===== src/rtl/multi_lane_occupancy_counter.sv =====
// Multi-lane occupancy counter.
// Each lane has a two-sensor gate (a outer, b inner) with its own direction FSM that pulses
// enter/exit only after a complete traversal. All lanes feed one saturating occupancy counter
// with full/empty status and sticky over/underflow flags.
module multi_lane_occupancy_counter #(
    parameter int unsigned LANES    = 2,
    parameter int unsigned COUNT_W  = 8,
    parameter int unsigned CAPACITY = 200
) (
    input  logic               clk,
    input  logic               rst,
    input  logic [LANES-1:0]   a,
    input  logic [LANES-1:0]   b,
    input  logic               clr_err,
    output logic [LANES-1:0]   enter,
    output logic [LANES-1:0]   exit,
    output logic [COUNT_W-1:0] count,
    output logic               full,
    output logic               empty,
    output logic               overflow_err,
    output logic               underflow_err
);

    // Four guard bits keep count + E - X exact for up to 8 lanes, including negative results.
    localparam int unsigned SumW = COUNT_W + 4;

    typedef enum logic [2:0] {
        StIdle,
        StEn1,
        StEn2,
        StEn3,
        StEx1,
        StEx2,
        StEx3
    } lane_state_e;

    logic [LANES-1:0]   a_meta_q, a_sync_q;
    logic [LANES-1:0]   b_meta_q, b_sync_q;
    logic [LANES-1:0]   enter_d, exit_d;
    logic [LANES-1:0]   enter_q, exit_q;
    logic [COUNT_W-1:0] count_q, count_d;
    logic               overflow_q, overflow_d;
    logic               underflow_q, underflow_d;
    logic [3:0]         n_enter, n_exit;
    logic [SumW-1:0]    sum;

    // Two-flop synchronisers for the asynchronous sensor inputs.
    always_ff @(posedge clk or posedge rst) begin
        if (rst) begin
            a_meta_q <= '0;
            a_sync_q <= '0;
            b_meta_q <= '0;
            b_sync_q <= '0;
        end else begin
            a_meta_q <= a;
            a_sync_q <= a_meta_q;
            b_meta_q <= b;
            b_sync_q <= b_meta_q;
        end
    end

    for (genvar i = 0; i < LANES; i++) begin : g_lane
        lane_state_e state_q, state_d;
        logic        lane_enter, lane_exit;
        logic [1:0]  ab;

        assign ab = {a_sync_q[i], b_sync_q[i]};

        // Lane state register.
        always_ff @(posedge clk or posedge rst) begin
            if (rst) begin
                state_q <= StIdle;
            end else begin
                state_q <= state_d;
            end
        end

        // Direction tracking; a pulse is raised only when the last sensor clears from EN3/EX3.
        always_comb begin
            state_d    = state_q;
            lane_enter = 1'b0;
            lane_exit  = 1'b0;
            unique case (state_q)
                StIdle: begin
                    case (ab)
                        2'b10:   state_d = StEn1;
                        2'b01:   state_d = StEx1;
                        default: ;
                    endcase
                end
                StEn1: begin
                    case (ab)
                        2'b11:        state_d = StEn2;
                        2'b00, 2'b01: state_d = StIdle;
                        default:      ;
                    endcase
                end
                StEn2: begin
                    case (ab)
                        2'b01:   state_d = StEn3;
                        2'b10:   state_d = StEn1;
                        2'b00:   state_d = StIdle;
                        default: ;
                    endcase
                end
                StEn3: begin
                    case (ab)
                        2'b00: begin
                            state_d    = StIdle;
                            lane_enter = 1'b1;
                        end
                        2'b11:   state_d = StEn2;
                        2'b10:   state_d = StIdle;
                        default: ;
                    endcase
                end
                StEx1: begin
                    case (ab)
                        2'b11:        state_d = StEx2;
                        2'b00, 2'b10: state_d = StIdle;
                        default:      ;
                    endcase
                end
                StEx2: begin
                    case (ab)
                        2'b10:   state_d = StEx3;
                        2'b01:   state_d = StEx1;
                        2'b00:   state_d = StIdle;
                        default: ;
                    endcase
                end
                StEx3: begin
                    case (ab)
                        2'b00: begin
                            state_d   = StIdle;
                            lane_exit = 1'b1;
                        end
                        2'b11:   state_d = StEx2;
                        2'b01:   state_d = StIdle;
                        default: ;
                    endcase
                end
                default: state_d = StIdle;
            endcase
        end

        assign enter_d[i] = lane_enter;
        assign exit_d[i]  = lane_exit;
    end

    // Registered one-cycle enter/exit pulses.
    always_ff @(posedge clk or posedge rst) begin
        if (rst) begin
            enter_q <= '0;
            exit_q  <= '0;
        end else begin
            enter_q <= enter_d;
            exit_q  <= exit_d;
        end
    end

    // Population counts of this cycle's pulses.
    always_comb begin
        n_enter = '0;
        n_exit  = '0;
        for (int i = 0; i < LANES; i++) begin
            n_enter = n_enter + 4'(enter_q[i]);
            n_exit  = n_exit + 4'(exit_q[i]);
        end
    end

    // Net the pulses first, then saturate; a fresh error outranks clr_err.
    always_comb begin
        sum         = $unsigned($signed({4'b0000, count_q}) + $signed(SumW'(n_enter))
                                - $signed(SumW'(n_exit)));
        count_d     = sum[COUNT_W-1:0];
        overflow_d  = overflow_q & ~clr_err;
        underflow_d = underflow_q & ~clr_err;
        if (sum[SumW-1]) begin
            count_d     = '0;
            underflow_d = 1'b1;
        end else if (sum > SumW'(CAPACITY)) begin
            count_d    = COUNT_W'(CAPACITY);
            overflow_d = 1'b1;
        end
    end

    // Occupancy and sticky error registers.
    always_ff @(posedge clk or posedge rst) begin
        if (rst) begin
            count_q     <= '0;
            overflow_q  <= 1'b0;
            underflow_q <= 1'b0;
        end else begin
            count_q     <= count_d;
            overflow_q  <= overflow_d;
            underflow_q <= underflow_d;
        end
    end

    assign enter         = enter_q;
    assign exit          = exit_q;
    assign count         = count_q;
    assign full          = (count_q == COUNT_W'(CAPACITY));
    assign empty         = (count_q == '0);
    assign overflow_err  = overflow_q;
    assign underflow_err = underflow_q;

endmodule


===== config.mk =====
export PLATFORM = sky130hd
export DESIGN_NAME = multi_lane_occupancy_counter
export DESIGN_NICKNAME = d
export VERILOG_FILES = /design/src/rtl/multi_lane_occupancy_counter.sv
export SDC_FILE = /design/constraint.sdc
export NUM_CORES = 1
export LEC_CHECK = 0
export CELL_PAD_IN_SITES_DETAIL_PLACEMENT = 0
export CELL_PAD_IN_SITES_GLOBAL_PLACEMENT = 1
export CORE_MARGIN = 1.5
export CORE_UTILIZATION = 39
export DETAILED_ROUTE_END_ITERATION = 8
export HOLD_SLACK_MARGIN = 0.08
export PLACE_DENSITY = 0.82
export SLEW_MARGIN = 5
export SYNTH_ARGS = -nofsm -noshare
export SYNTH_HDL_FRONTEND = slang
export SYNTH_SLANG_ARGS = --single-unit

===== constraint.sdc =====
create_clock -name clk -period 3.5 [get_ports clk]
set_input_delay 0.525 -clock clk [delete_from_list [all_inputs] [get_ports clk]]
set_output_delay 0.525 -clock clk [all_outputs]
set_load 0.02 [all_outputs]

# After elaboration in Yosys (flattened, before gate mapping)
# Index checks and enable logic that the tools add are counted.
# classes
add_sub_neg	4
magnitude_cmp	1
eq_ne	33
mux	27
bitwise	3
reduce_logical	11
# op_table
cell	count
$pmux 3 s2	10
$pmux 3 s7	2
$pmux 3 s3	4
$ne 3x3->1 const B	8
$eq 3x3->1 const B	6
$mux 8	2
$ne 4x4->1 const B	4
$reduce_and 7->1	2
$eq 3x2->1 const B	4
$gt 12x8->1 const B	1
$sub 9x2->10	1
$add 8x2->9	1
$mux 1	9
$eq 2x2->1 const B	4
$eq 8x8->1 const B	1
$logic_not 8->1	1
$reduce_or 2->1	4
$eq 3x1->1 const B	2
$logic_not 3->1	2
$ne 3x2->1 const B	2
$add 1x1->2	2
$eq 2x1->1 const B	2
$logic_not 2->1	2
$and 1x1->1	2
$not 1->1	1
# word_totals
ff_bits	28
inputBits	7
output_inout_bits	16
word_cells	90

# Logic depth before layout (Yosys ltp)
# logic_depth
ltp_word	6
depth_mapped	13
ltp_nobuf	13

# Worst setup path after synthesis
# OpenSTA, ideal clock, no wires.
# synth_path
kind	flip-flop to flip-flop
from	register exit_q[0] (netlist: exit[0])
to	register count_q[3] (netlist: count[3])
setup_time_ns	0.128
arrival_ns	2.792
required_time_ns	3.372
setup_slack_ns	0.580
path_stages_with_launch	14
path_buffers	0
synth_period_minus_slack_ns	2.920
path_cell_list	dfrtp_1 -> inv_1 -> fa_1 -> inv_1 -> fa_1 -> inv_1 -> ha_1 -> fa_1 -> nand2b_2 -> a211oi_2 -> nor3_4 -> xnor2_1 -> o31a_1 -> a21oi_1
# synth_via
elab_chain_len	5
# synth_lines
element	line	text
from (decl)	40	logic [LANES-1:0] enter_q, exit_q;
from (signal assigned)	158	exit_q <= exit_d;
$add 1x1->2 *	168	n_exit = n_exit + 4'(exit_q[i]);
$sub 9x2->10 *	175	- $signed(SumW'(n_exit)));
$gt 12x8->1	182	end else if (sum > SumW'(CAPACITY)) begin
$mux 8	182	
$mux 8 *	179	if (sum[SumW-1]) begin
net count_d[3]	41	logic [COUNT_W-1:0] count_q, count_d;
to (signal assigned)	195	count_q <= count_d;
to (decl)	41	
# Mark *: on every way through the listed nets, which the timed path passes. The rest lies on a longest branch.
# A chain may end at the register's enable or synchronous reset.

# Final worst setup path
# layout_path
from	register enter_q[1] (netlist: enter[1])
to	register count_q[4] (netlist: count[4])
# layout_via
elab_chain_len	6
# layout_lines
element	line	text
from (decl)	40	
from (signal assigned)	157	enter_q <= enter_d;
$add 1x1->2 *	167	n_enter = n_enter + 4'(enter_q[i]);
$add 8x2->9 *	174	sum = $unsigned($signed({4'b0000, count_q}) + $signed(SumW'(n_enter))
$sub 9x2->10 *	175	
$gt 12x8->1	182	
$mux 8	182	
$mux 8 *	179	
net count_d[4]	41	
# Marked as above.

==> out/metrics.yaml <==
syn_area_um2: 1805
area_growth_pct: 19.06
cts_resized: 0
fmax_mhz: 332.7
postCtsSetupRepairBufs: 0
grt_use_met3_pct: 1.709
antenna_found_initial: 0
syn-num-nets: 209
min_period_ps: 3005
io-pin-count: 23
cts-root-buf: "clkbuf_8"
status: "complete, no violations"
clock_skew_ps: 4.475
htreeDepth: 1
coreArea_um2: 4414
dr_total_vias: 1276
antenna_cells: 0
firstDrtPassIters: 4
rrSetupSlack_ps: 490
drc: 0
insertion_delay_ps: 270
crit_path_max_fanout: 5
synth_cells: 178
setup_ws_ps: 494.7
peakVddDrop_mv: 0.2988
startpoint: "enter[1]"
yosysWarnings: 0
grt_pass1_wl_um: 5340
power_density_nw_per_um2: 832.8
met1_usage_pct: 17.58
tns_ps: 0
synth_enable_flop_cells: 0
multiInputGateArea_um2: 991.0
final_util_pct: 48.70
gr-total-overflow: 0
yosysSeqAreaShare_pct: 38.81
num-fill-cells: 427
holdPathEnd: "a_sync_q[1]"
ys_dominant_reg_cell: "dfrtp_1"
post-route-period-util_pct: 85.87
drtIter0Drc: 31
path_class: "flop to flop"
cp-end-kind: "flop"
dieWidth_um: 71.04
routed_wl_um: 3029
cap_viol_max_count: 0
ant_nets: 0
port_buffers: 22
drive_gt1_share_pct: 8.955
die_height_um: 71.04
busiest_layer: "met2"
slew_headroom_pct: 33.81
critPathArrivalTime_ps: 3160
preCtsSetupSlack_ps: 488.1
rsz0062_at_grt: "false"
cts_buffer_depth: 2
grtUsageMet2_pct: 22.43
cts_tree: "done"
clock_sinks: 28
required_ps: 3650
via_per_inst: 5.043
hpwl_um: 2465
worst_pin_slew_ps: 991.8
clk_pin_slew_ps: 90
initial_core_util_pct: 40.90
power_uw: 1790
synth_top_area_share_pct: 38.81
wl_per_cell_um: 11.97
synth.top_cells.by_area: "dfrtp_1 (39%), ha_1 (15%), inv_1 (5.4%), a21oi_1 (3.9%), fa_1 (3.3%)"
reg2regPathDepth: 12
gp_congestion: 0.7092
regArea_um2: 700.7
numCtsBuffers: 3
rr_endpoint: "count[4]"
hold_viol_final: 0
final_common_cell: "dfrtp_1"
grtUsageTotal_pct: 13.24
cts_hold_buf: 0
grt_pass1_vias: 1207
r2r-start: "enter[1]"
finalMaxSlewViolations: 0
synthArstFlopShare_pct: 100.0
hold_depth: 0
avgSynthCellArea_um2: 10.14
dieArea_um2: 5047
grt_max_degree: 29
whs_ps: 355.5
crit_path_start_kind: "flop"
leakagePower_uw: 0.0009713
yosysTopAreaCell: "dfrtp_1"
final_cell_mix: "dfrtp_1 (28), inv_1 (26), clkdlybuf4s50_1 (22)"
setup_viol: 0
hp-class: "flop to flop"
synth_cell_types: 47
ys_ff_latch: 28
final_net_count: 233
hp-start: "a_meta_q[1]"
rows: 24
==> cell usage after synthesis (2+ instances only) <==
master	n
dfrtp_1	28
o21bai_1	2
fa_1	3
o21ai_1	2
o311ai_4	2
a21o_1	2
a21oi_1	14
nor2_1	16
o21ai_0	5
inv_1	26
xor2_1	2
xnor2_1	3
nand2_1	6
nand2b_2	2
o22a_1	2
and3_1	4
nor3b_1	4
ha_1	21
clkbuf_1	2
nor2b_1	2
nor3_1	4
==> kinds of logic (layout without fill, tap and decap cells) <==
kind of cell / Yosys count / count (layout) / share of synthesized area, %
AOI/OAI and AO/OA: 41 / 41 / 17.53
xor gates and xnor gates: 5 / 5 / 2.426
adders and majority gates: 24 / 24 / 17.88
buffers and inverters: 30 / 53 / 6.306
DFF: 28 / 28 / 38.81
muxes: 2 / 2 / 1.178
and+or+nand+nor: 48 / 48 / 15.87
==> worst max-delay path: stages, from the launching register on <==
cell and delay, ps:
dfrtp_1 420, fa_1 530, inv_1 50, fa_1 350, inv_1 60, ha_1 190
fa_1 230, nand2b_2 80, a211oi_2 260, nor3_4 80, xnor2_1 190, o311ai_4 350
nor2_1 80
==> worst max-delay path by stage <==
stage,endpoint,slack [ps],depth (start not counted)
5_1_grt,count[4],300,12
3_5_place_dp,count[2],490,12
6_report,count[4],490,12
3_3_place_gp,count[1],580,12
4_1_cts,count[2],470,12
2_1_floorplan,count[3],580,13
==> area by class of cell <==
cell class,count,area share [%]
Clock buffer,3,1.921
Clock inverter,1,1.397
Multi-Input combinational cell,120,46.10
Inverter,27,4.715
Sequential cell,28,32.60
Timing Repair Buffer,22,10.24
Tap cell,52,3.027
==> sequential cells by signal (all words and copies together) (netlist names) <==
name,cells
count,8
g_lane.state_q,6
a_meta_q,2
a_sync_q,2
b_meta_q,2
b_sync_q,2
enter,2
exit,2
overflow_err,1
underflow_err,1
==> metrics by stage <==
stage	instances	cell area, um2
floorplan	178	1805
finish	253	2150
global placement	249	2078
global route	253	2150
detailed placement	249	2078
CTS	253	2150
==> routing by layer <==
metal	routed length [um]	vias to the layer above
met3	73	5
met4	41	0
met5	0	-
li1	-	652
met1	1400	598
met2	1514	21
==> power breakdown <==
part	switching (uW)	internal, uW	leakage [uW]
registers	90.0	395	0.000350
clock network	94.6	153	0.0000357
logic	572	486	0.000585
(Power assumes the default switching activity.)
